### config.mk
export PLATFORM = sky130hd
export DESIGN_NAME = twiddle_gen
export DESIGN_NICKNAME = d
export VERILOG_FILES = /design/src/rtl/twiddle_gen_pkg.sv /design/src/rtl/twiddle_rom.sv /design/src/rtl/twiddle_gen.sv
export SDC_FILE = /design/constraint.sdc
export NUM_CORES = 1
export LEC_CHECK = 0
export CORE_MARGIN = 2
export CORE_UTILIZATION = 58
export DETAILED_ROUTE_END_ITERATION = 10
export PLACE_DENSITY = 0.81
export SLEW_MARGIN = 20
export SYNTH_ARGS = -nofsm -noshare
export SYNTH_HDL_FRONTEND = slang
export SYNTH_HIERARCHICAL = 1
export SYNTH_SLANG_ARGS = --single-unit
### constraint.sdc
create_clock -name clk -period 3.2 [get_ports clk]
set_input_delay 0.64 -clock clk [delete_from_list [all_inputs] [get_ports clk]]
set_output_delay 0.64 -clock clk [all_outputs]
set_load 0.1 [all_outputs]
### src/rtl/twiddle_gen_pkg.sv
`default_nettype none
//==============================================================================
// Module   : twiddle_gen_pkg
// Purpose  : Shared FFT package: FSM states, quarter-wave depth, saturation
//            limit and the elaboration-time cosine quantiser for twiddle_gen.
// Revision : 1.0 - initial release
//==============================================================================
package twiddle_gen_pkg;

    typedef enum logic [1:0] {
        ST_IDLE  = 2'd0,
        ST_RUN   = 2'd1,
        ST_DRAIN = 2'd2
    } state_t;

    localparam real C_TWO_PI = 6.283185307179586;

    function automatic int quarter_depth(input int log2_n);
        return 1 << (log2_n - 2);
    endfunction

    function automatic int sat_limit(input int width);
        return (1 << (width - 1)) - 1;
    endfunction

    // Taylor series; only ever called with 0 <= x <= pi/2
    function automatic real cos_first_quadrant(input real x);
        real term;
        real sum;
        term = 1.0;
        sum  = 1.0;
        for (int n = 1; n <= 12; n++) begin
            term = -term * x * x / $itor((2 * n - 1) * (2 * n));
            sum  = sum + term;
        end
        return sum;
    endfunction

    function automatic int twiddle_code(input int m, input int log2_n, input int width);
        real angle;
        real scaled;
        int  code;
        angle  = C_TWO_PI * $itor(m) / $itor(1 << log2_n);
        scaled = cos_first_quadrant(angle) * $itor(1 << (width - 1));
        code   = $rtoi(scaled + 0.5);
        if (code > sat_limit(width)) code = sat_limit(width);
        if (code < 0) code = 0;
        return code;
    endfunction

endpackage
`default_nettype wire

### src/rtl/twiddle_rom.sv
`default_nettype none
//==============================================================================
// Module   : twiddle_rom
// Purpose  : Dual-read quarter-wave cosine table (N/4+1 entries) with the
//            sign applied ahead of the registered read outputs.
// Revision : 1.0 - initial release
//==============================================================================
module twiddle_rom
    import twiddle_gen_pkg::*;
#(
    parameter int TWIDDLE_WIDTH = 10,
    parameter int LOG2_N        = 6
) (
    input  logic                     clk,
    input  logic                     rst,
    input  logic                     en_i,
    input  logic [LOG2_N-2:0]        addr_a_i,
    input  logic [LOG2_N-2:0]        addr_b_i,
    input  logic                     neg_a_i,
    input  logic                     neg_b_i,
    output logic [TWIDDLE_WIDTH-1:0] data_a_o,
    output logic [TWIDDLE_WIDTH-1:0] data_b_o
);

    localparam int DEPTH = quarter_depth(LOG2_N);

    logic [TWIDDLE_WIDTH-1:0] rom_w [0:DEPTH];
    logic [TWIDDLE_WIDTH-1:0] mag_a, mag_b;
    logic [TWIDDLE_WIDTH-1:0] data_a_q, data_b_q;

    for (genvar m = 0; m <= DEPTH; m++) begin : g_rom
        localparam logic [TWIDDLE_WIDTH-1:0] C_CODE =
            TWIDDLE_WIDTH'(twiddle_code(m, LOG2_N, TWIDDLE_WIDTH));
        assign rom_w[m] = C_CODE;
    end

    assign mag_a = rom_w[addr_a_i];
    assign mag_b = rom_w[addr_b_i];

    always_ff @(posedge clk) begin
        if (rst) begin
            data_a_q <= '0;
            data_b_q <= '0;
        end else if (en_i) begin
            data_a_q <= neg_a_i ? -mag_a : mag_a;
            data_b_q <= neg_b_i ? -mag_b : mag_b;
        end
    end

    assign data_a_o = data_a_q;
    assign data_b_o = data_b_q;

endmodule
`default_nettype wire

### src/rtl/twiddle_gen.sv
`default_nettype none
//==============================================================================
// Module   : twiddle_gen
// Purpose  : Radix-2 DIT twiddle sequencer: N/2 quantised twiddles per stage
//            with a 2-deep ready/valid pipeline.
// Options  : TWIDDLE_GEN_INVERSE_EN adds the 'inverse' port (conjugate output)
// Revision : 1.0 - initial release
//==============================================================================
module twiddle_gen
    import twiddle_gen_pkg::*;
#(
    parameter int TWIDDLE_WIDTH = 10,
    parameter int LOG2_N        = 6
) (
    input  logic                     clk,
    input  logic                     rst,
    input  logic                     start,
    input  logic [LOG2_N-1:0]        stage,
`ifdef TWIDDLE_GEN_INVERSE_EN
    input  logic                     inverse,
`endif
    input  logic                     out_ready,
    output logic [TWIDDLE_WIDTH-1:0] twdl_r,
    output logic [TWIDDLE_WIDTH-1:0] twdl_i,
    output logic                     out_valid,
    output logic                     out_last,
    output logic                     busy,
    output logic                     err
);

    localparam int                AW          = LOG2_N - 1;
    localparam logic [AW-1:0]     QTR_A       = AW'(quarter_depth(LOG2_N));
    localparam logic [AW-1:0]     IDX_LAST    = '1;
    localparam logic [LOG2_N-1:0] STAGE_LIMIT = LOG2_N'(LOG2_N);
    localparam logic [LOG2_N-1:0] SHIFT_BASE  = LOG2_N'(LOG2_N - 1);

    state_t              state_q, state_d;
    logic [AW-1:0]       idx_q, idx_d;
    logic [LOG2_N-1:0]   stage_q, shamt;
    logic [AW-1:0]       k;
    logic [AW-1:0]       addr_a_d, addr_b_d, addr_a_q, addr_b_q;
    logic                neg_a_d, neg_b_d, neg_a_q, neg_b_q, inv_neg;
    logic                v1_q, last1_q, v2_q, last2_q, err_q, err_d;
    logic                advance, accept, issue;

    assign advance = ~v2_q | out_ready;
    assign accept  = start & (stage < STAGE_LIMIT) & (state_q == ST_IDLE);
    assign issue   = (state_q == ST_RUN) & advance;
    assign err_d   = start & ((state_q != ST_IDLE) | (stage >= STAGE_LIMIT));

    always_comb begin
        state_d = state_q;
        idx_d   = idx_q;
        case (state_q)
            ST_IDLE: begin
                if (accept) begin
                    state_d = ST_RUN;
                    idx_d   = '0;
                end
            end
            ST_RUN: begin
                if (advance) begin
                    if (idx_q == IDX_LAST) state_d = ST_DRAIN;
                    else                   idx_d   = idx_q + 1'b1;
                end
            end
            ST_DRAIN: begin
                if (!v1_q && advance) state_d = ST_IDLE;
            end
            default: state_d = ST_IDLE;
        endcase
    end

    // (i mod 2^s) * 2^(L-1-s) is i shifted left, truncated to L-1 bits
    assign shamt = SHIFT_BASE - stage_q;
    assign k     = idx_q << shamt;

    // N/2 equals 2^AW, so N/2-k is the AW-bit two's-complement of k
    always_comb begin
        addr_a_d = k;
        neg_a_d  = 1'b0;
        addr_b_d = QTR_A - k;
        neg_b_d  = inv_neg;
        if (k > QTR_A) begin
            addr_a_d = '0 - k;
            neg_a_d  = 1'b1;
            addr_b_d = k - QTR_A;
        end
    end

`ifdef TWIDDLE_GEN_INVERSE_EN
    logic inv_q;
    always_ff @(posedge clk) begin
        if (rst)         inv_q <= 1'b0;
        else if (accept) inv_q <= inverse;
    end
    assign inv_neg = ~inv_q;
`else
    assign inv_neg = 1'b1;
`endif

    always_ff @(posedge clk) begin
        if (rst) begin
            state_q  <= ST_IDLE;
            idx_q    <= '0;
            stage_q  <= '0;
            err_q    <= 1'b0;
            v1_q     <= 1'b0;
            last1_q  <= 1'b0;
            v2_q     <= 1'b0;
            last2_q  <= 1'b0;
            addr_a_q <= '0;
            addr_b_q <= '0;
            neg_a_q  <= 1'b0;
            neg_b_q  <= 1'b0;
        end else begin
            state_q <= state_d;
            idx_q   <= idx_d;
            err_q   <= err_d;
            if (accept) stage_q <= stage;
            if (advance) begin
                v1_q     <= issue;
                last1_q  <= issue & (idx_q == IDX_LAST);
                addr_a_q <= addr_a_d;
                addr_b_q <= addr_b_d;
                neg_a_q  <= neg_a_d;
                neg_b_q  <= neg_b_d;
                v2_q     <= v1_q;
                last2_q  <= last1_q;
            end
        end
    end

    twiddle_rom #(
        .TWIDDLE_WIDTH (TWIDDLE_WIDTH),
        .LOG2_N        (LOG2_N)
    ) u_rom (
        .clk      (clk),
        .rst      (rst),
        .en_i     (advance),
        .addr_a_i (addr_a_q),
        .addr_b_i (addr_b_q),
        .neg_a_i  (neg_a_q),
        .neg_b_i  (neg_b_q),
        .data_a_o (twdl_r),
        .data_b_o (twdl_i)
    );

    assign out_valid = v2_q;
    assign out_last  = last2_q;
    assign busy      = (state_q != ST_IDLE);
    assign err       = err_q;

endmodule
`default_nettype wire

==> results.json, run 1 <==
{
  "ir_worst_vdd_uv": 185,
  "grt_pass1_vias": 2813,
  "synth_area_mm2": 0.00344,
  "crit_type": "reg -> reg",
  "synthFlopType": "dfxtp_1",
  "rsz0062_at_grt": "false",
  "cp-end-kind": "register",
  "worstSetupStartpointType": "register",
  "hold_ws_ns": 0.458,
  "setup_viol": 0,
  "gp_congestion": 0.845,
  "finalWirelength_um": 7540,
  "ys_types": 73,
  "post-route-min-period_ns": 2.74,
  "area_delta_synth_final_pct": 11.8,
  "path_buf_inv": 1,
  "yosys_warnings": 6,
  "setup_tns_ns": 0,
  "fin_skew_ns": 0.00756,
  "path_delay_family": "simple AND/OR/NAND/NOR gates",
  "cts-hold-fix-buffers": 0,
  "cts_setup_buffers": 0,
  "num_io_pins": 34,
  "fin_crit_sh_pct": 85.6,
  "status": "completed",
  "first_pass_iters": 5,
  "die_y_um": 81.1,
  "cp_cell_sequence": "inv_1, ha_1, mux2_4, a32o_1, or3_4, or4_1, o211ai_1",
  "max_stage_delay_ns": 0.77,
  "die_area_mm2": 0.00657,
  "postSynthCellCount": 423,
  "hp-class": "reg -> reg",
  "cap_viol_max_count": 0,
  "grt_max_degree": 56,
  "via_per_inst": 5.94,
  "drv_slew": 0,
  "cts_buffers": 5,
  "fmax_mhz": 365,
  "crit_fanout": 21,
  "finalHoldViolCount": 0,
  "ys_ff_latch": 49,
  "grt_pass1_wl_um": 12700,
  "crit_slowest_cell": "dfxtp_1",
  "max_slew_margin_pct": 51.9,
  "ys_seq_area_share_pct": 28.5,
  "drc": 0,
  "cts_tree": "yes",
  "detail_route.wl_per_cell_um": 14.6,
  "synth_edf_count": 0,
  "place_hpwl_um": 5360,
  "numPortBuffers": 33,
  "clock_latency_ns": 0.31,
  "dieWidth_um": 81.1,
  "htree_levels": 2,
  "final.fill_count": 507,
  "rows": 28,
  "p_per_area_mw_per_mm2": 356,
  "synth_nets": 451,
  "drt_iter0_markers": 191,
  "worstPathRequired_ns": 3.44,
  "nets": 469,
  "grt-ovfl-total": 0,
  "clkSinkCount": 49,
  "diodes": 0,
  "vias": 3073,
  "tightestPinTransition_ns": 0.722,
  "crit_arrival_ns": 2.98,
  "root_buffer": "clkbuf_8",
  "initial_core_util_pct": 59.2,
  "core_region_area_mm2": 0.00582,
  "final_antenna_net_count": 0,
  "syn-mean-instance-area_um2": 8.14,
  "cts_resized": 0,
  "clk_path_buf_depth": 2,
  "antenna_found_initial": 0,
  "leakagePower_nw": 1.48,
  "async_reset_ff_share_pct": 0,
  "cts.clk_slew.worst_paths_ns": 0.09,
  "grt_usage_pct": 24.1,
  "final_layout_size_suffix_gt1_share_pct": 14.7
}
==> synth_stat cells, types with 3 or more instances <==
cell type	count	area, µm²
dfxtp_1	49	981
nor2_1	49	184
a21oi_1	29	145
nand2_1	26	97.6
mux2i_1	20	200
nor2b_1	20	125
ha_1	18	225
nand2b_1	18	113
clkbuf_1	16	60.1
inv_1	15	56.3
a211oi_1	13	97.6
nand3_1	10	50.1
o21ai_0	10	50.1
buf_2	7	35.0
and2_1	6	37.5
nor3b_1	6	45.0
or2_2	6	37.5
a221oi_1	5	43.8
a31oi_1	5	31.3
nand4_1	5	31.3
o211ai_1	5	37.5
or3_1	5	31.3
a21o_1	4	30.0
mux2_2	4	45.0
nand3b_1	4	30.0
a22oi_1	3	22.5
nor3_1	3	15.0
o32ai_1	3	26.3
xnor2_1	3	26.3
xor2_1	3	26.3
==> power breakdown <==
part           leakage [nW]  total, mW  internal, mW  switching [mW]
Clock                0.0585      0.463         0.255           0.207
Combinational          1.02      0.261        0.0711           0.189
Sequential            0.402      0.647         0.630          0.0164
Total                  1.48       1.37         0.956           0.413
==> layout by cell type, fill, tap and decap left out, types with 3 or more instances in the layout <==
| cell type | n |
|---|---|
| nand3b_1 | 4 |
| a21o_1 | 4 |
| nor3b_1 | 6 |
| nor3_1 | 3 |
| buf_4 | 28 |
| inv_1 | 15 |
| xnor2_1 | 3 |
| clkbuf_8 | 6 |
| or3_1 | 5 |
| a22oi_1 | 3 |
| or2_2 | 6 |
| a221oi_1 | 5 |
| dfxtp_1 | 49 |
| o32ai_1 | 3 |
| nand3_1 | 10 |
| o211ai_1 | 5 |
| xor2_1 | 3 |
| a211oi_1 | 13 |
| nand4_1 | 5 |
| nor2_1 | 49 |
| o21ai_0 | 10 |
| mux2_2 | 4 |
| nand2b_1 | 18 |
| nand2_1 | 26 |
| mux2i_1 | 20 |
| and2_1 | 6 |
| nor2b_1 | 20 |
| a21oi_1 | 29 |
| a31oi_1 | 5 |
| clkdlybuf4s50_1 | 9 |
| ha_1 | 18 |
==> worst min-delay path: stages (launching register included) <==
cell and delay (ns):
dfxtp_1 0.32, nand2_1 0.05, a21oi_1 0.05
==> logic make-up after synthesis <==
| logic type | count (synthesis) | synth area share, % |
|---|---|---|
| multiplexers | 26 | 8.21 |
| adder cells (fa/ha/maj) | 18 | 6.54 |
| AND/OR/NAND/NOR | 178 | 28.6 |
| AO/OA/AOI/OAI | 104 | 21.3 |
| XOR/XNOR | 6 | 1.53 |
| flip-flops | 49 | 28.5 |
| buffers and inverters | 42 | 5.27 |
==> metal layers <==
metal,up-vias,global-route usage (%),part of all wire [%]
met2,86,41.0,49
li1,1564,-,-
met4,0,9.66,1.9
met3,14,3.89,4.8
met1,1409,30.4,45
met5,-,0,0
==> final timing paths <==
path / cells past startpoint / slack [ns] / endpoint / startpoint
worst max-delay path: 7 / 0.46 / u_rom/data_a_o[7] / addr_a_q[0]
worst min-delay path: 2 / 0.46 / v1_q / v1_q
worst max register to register: 7 / 0.46 / u_rom/data_a_o[7] / addr_a_q[0]
worst min register to register: 2 / 0.46 / v1_q / v1_q
==> layout make-up <==
class / instances / area (µm²) / area share (%)
multi-input cells: 332 / 2280 / 59.3
flip-flops and latches: 49 / 981 / 25.5
repair buffers: 38 / 320 / 8.32
well taps: 75 / 93.8 / 2.44
clock buffers: 7 / 86.3 / 2.24
inverters: 15 / 56.3 / 1.46
clock inverters: 1 / 30.0 / 0.780
==> metrics by stage <==
stage,cells,utilization [%],cell area [µm²],setup WS (ns),power (mW)
finish,517,66.2,3850,0.460,1.37
global route,517,66.2,3850,0.197,1.42
CTS,517,66.2,3850,0.471,1.38
detailed placement,509,64.2,3730,0.493,0.921
global placement,509,64.2,3730,0.595,0.918
floorplan,423,-,3440,0.381,0.862
==> sequential cells by signal (all words and copies together) (netlist names), 2 cells and up <==
name,count
addr_a_q,5
addr_b_q,4
idx_q,5
stage_q,6
state_q,2
u_rom/data_a_o,10
u_rom/data_b_o,10
(Power assumes the default switching activity.)
==> run 2, diff against run 1 <==
--- a/config.mk
+++ b/config.mk
@@ -5,10 +5,11 @@
 export SDC_FILE = /design/constraint.sdc
 export NUM_CORES = 1
 export LEC_CHECK = 0
+export ABC_AREA = 1
 export CORE_MARGIN = 2
-export CORE_UTILIZATION = 58
+export CORE_UTILIZATION = 57
 export DETAILED_ROUTE_END_ITERATION = 10
-export PLACE_DENSITY = 0.81
+export PLACE_DENSITY = 0.8
 export SLEW_MARGIN = 20
 export SYNTH_ARGS = -nofsm -noshare
 export SYNTH_HDL_FRONTEND = slang
==> run 2 against run 1 <==
  * Flip-flop and latch count unchanged
  * Wire length decreased by 3.6%
  * Largest power group unchanged
  * Sequential power increased by 1%
  * Clock-buffer cell count unchanged
  * Design area decreased by 3.4%
  * Area after synthesis decreased by 3.6%
  * Clock skew about the same
  * Core utilization increased by 0.51 points
  * Maximum frequency increased by 18%
==> results.json, run 2 <==
{
  "cap_viol_max_count": 0,
  "clock_latency_ns": 0.30,
  "setup_viol": 0,
  "ys_ff_latch": 49,
  "hp-class": "reg -> reg",
  "crit_fanout": 8,
  "cts_tree": "yes",
  "via_per_inst": 5.22,
  "numPortBuffers": 33,
  "postSynthCellCount": 525,
  "worstSetupStartpointType": "register",
  "final_cell_mix": "nand2_1 (144), inv_1 (67), nand3_1 (59)",
  "leakagePower_nw": 1.87,
  "worstHoldPathCells": 2,
  "cts_resized": 0,
  "switching_power_mw": 0.483,
  "multi_input_area_mm2": 0.00195,
  "grt-ovfl-total": 0,
  "synth_commonest_cells": "nand2_1 (144), inv_1 (67), nand3_1 (59), nor2_1 (55), dfxtp_1 (49)",
  "cp-end-kind": "register",
  "p_int_mw": 0.970,
  "final.fill_count": 522,
  "cts.clk_slew.worst_paths_ns": 0.09,
  "status": "completed",
  "synth_area_mm2": 0.00332,
  "num_io_pins": 34,
  "worstPathRequired_ns": 3.41,
  "syn-mean-instance-area_um2": 6.32,
  "synthFlopType": "dfxtp_1",
  "ir_worst_vdd_uv": 224,
  "path_delay_family": "simple AND/OR/NAND/NOR gates",
  "finalHoldViolCount": 0,
  "drc": 0,
  "crit_arrival_ns": 2.54,
  "drv_slew": 0,
  "yosys_warnings": 6,
  "rrSetupSlack_ns": 0.88,
  "rows": 27,
  "p_per_area_mw_per_mm2": 391,
  "die_area_mm2": 0.00645,
  "post-route-min-period_ns": 2.32,
  "p_seq_share_pct": 45.1,
  "holdPathEnd": "last1_q",
  "hp-start": "last1_q",
  "nets": 581,
  "reg2reg_depth": 15,
  "path_buf_inv": 1,
  "cts_setup_buffers": 0,
  "cp_cell_sequence": "ha_1, nor2_4, nand3_1, nand2_1, nor2_4, nand3_1, nand2_1, nand2_2, ha_1, nand3_4, nand2_2, nand2_1, nand3_1, nand2_1, inv_1",
  "worstReg2RegEnd": "addr_a_q[1]",
  "dp.cells": 618,
  "ys_seq_area_share_pct": 29.6,
  "ys_types": 33,
  "finalNonFillerCells": 626,
  "async_reset_ff_share_pct": 0,
  "synth_edf_count": 0,
  "grt_max_degree": 22,
  "finalWirelength_um": 7270,
  "core_region_area_mm2": 0.00557,
  "p_comb_share_pct": 22.8,
  "yosysTopAreaCell": "dfxtp_1",
  "synth_area_leaders": "dfxtp_1 (30%), nand2_1 (16%), nand3_1 (8.9%), inv_1 (7.6%), ha_1 (6.8%)",
  "cts-hold-fix-buffers": 0,
  "crit_top_cell": "nand2_1",
  "detail_route.wl_per_cell_um": 11.6,
  "htree_levels": 2,
  "clkSinkCount": 49,
  "grt_pass1_wl_um": 12700,
  "clk_path_buf_depth": 2,
  "synth_nets": 553,
  "layout_commonest_cell": "nand2_1",
  "cts_buffers": 5,
  "synth_most_common_cell": "nand2_1",
  "drt_iter0_markers": 223,
  "tightestPinTransition_ns": 0.596,
  "diodes": 0,
  "antenna_found_initial": 0,
  "gp_congestion": 0.883,
  "max_stage_delay_ns": 0.50,
  "setup_tns_ns": 0,
  "swShare_pct": 33.2,
  "max_slew_margin_pct": 60.2,
  "dieWidth_um": 80.3,
  "clockPowerShare_pct": 32.1,
  "fin_crit_sh_pct": 72.6,
  "grt_usage_pct": 24.1,
  "die_y_um": 80.3,
  "r2r_start": "stage_q[1]",
  "crit_type": "reg -> reg",
  "regArea_um2": 981,
  "final_antenna_net_count": 0,
  "synth_top_area_share_pct": 29.6,
  "fin_skew_ns": 0.00738,
  "vias": 3266,
  "p_total_mw": 1.45,
  "first_pass_iters": 4,
  "fmax_mhz": 430,
  "crit_slowest_cell": "dfxtp_1",
  "place_hpwl_um": 5370,
  "grt_pass1_vias": 2964,
  "rsz0062_at_grt": "false",
  "final_layout_size_suffix_gt1_share_pct": 12.1,
  "initial_core_util_pct": 59.5,
  "area_delta_synth_final_pct": 12.0,
  "root_buffer": "clkbuf_8"
}
run 2: layout make-up:
cell class | instances | area share (%)
Clock inverter | 1 | 0.808
Timing Repair Buffer | 37 | 8.08
Inverter | 72 | 7.40
Multi-Input combinational cell | 388 | 52.6
Tap cell | 72 | 2.42
Sequential cell | 49 | 26.4
Clock buffer | 7 | 2.32
run 2: how the worst max path moves through the flow:
| stage | start | end | depth (start not counted) |
|---|---|---|---|
| final | stage_q[1] | addr_a_q[1] | 15 |
| after global routing | stage[2] | stage_q[0] | 9 |
| after CTS | stage_q[1] | addr_b_q[1] | 15 |
| after detailed placement | stage[2] | stage_q[1] | 9 |
| after global placement | stage[2] | stage_q[1] | 9 |
| after floorplan | out_valid | u_rom/data_a_o[2] | 8 |
run 2: per-layer routing:
layer / GRT usage (%) / part of all wire [%] / wire [µm] / up-vias
li1: - / - / - / 1705
met1: 31.5 / 50 / 3640 / 1506
met2: 41.5 / 46 / 3350 / 45
met3: 3.26 / 2.7 / 198 / 10
met4: 6.61 / 1.2 / 87 / 0
met5: 0 / 0 / 0 / -
run 2: cell families (layout without fill, tap and decap cells):
logic type      Yosys count  count (layout)  synth area share (%)
compound gates           70              70                  11.3
xor+xnor                  7               7                  1.85
fa+ha+maj                18              18                  6.79
buf+inv                  88             117                  11.5
flops                    49              49                  29.6
simple gates            293             293                  39.0
run 2: worst min-delay path, stage by stage (launching register included):
cell     delay, ns
dfxtp_1       0.32
nand2_1       0.06
a21oi_1       0.06
run 2: through the flow:
stage	setup slack [ns]	utilization (%)	cell area, µm²	hold slack, ns
global route	0.575	66.7	3720	0.503
finish	0.876	66.7	3720	0.472
CTS	0.880	66.7	3720	0.475
global placement	0.710	64.6	3600	0.454
detailed placement	0.651	64.6	3600	0.462
floorplan	0.906	-	3320	0.436
run 2: power by group through the flow:
stage          logic, mW  registers (mW)  clock network, mW
6_report           0.331           0.656              0.467
5_1_grt            0.356           0.659              0.495
4_1_cts            0.331           0.656              0.473
3_5_place_dp       0.330           0.670                  0
3_3_place_gp       0.326           0.669                  0
2_1_floorplan      0.106           0.820                  0
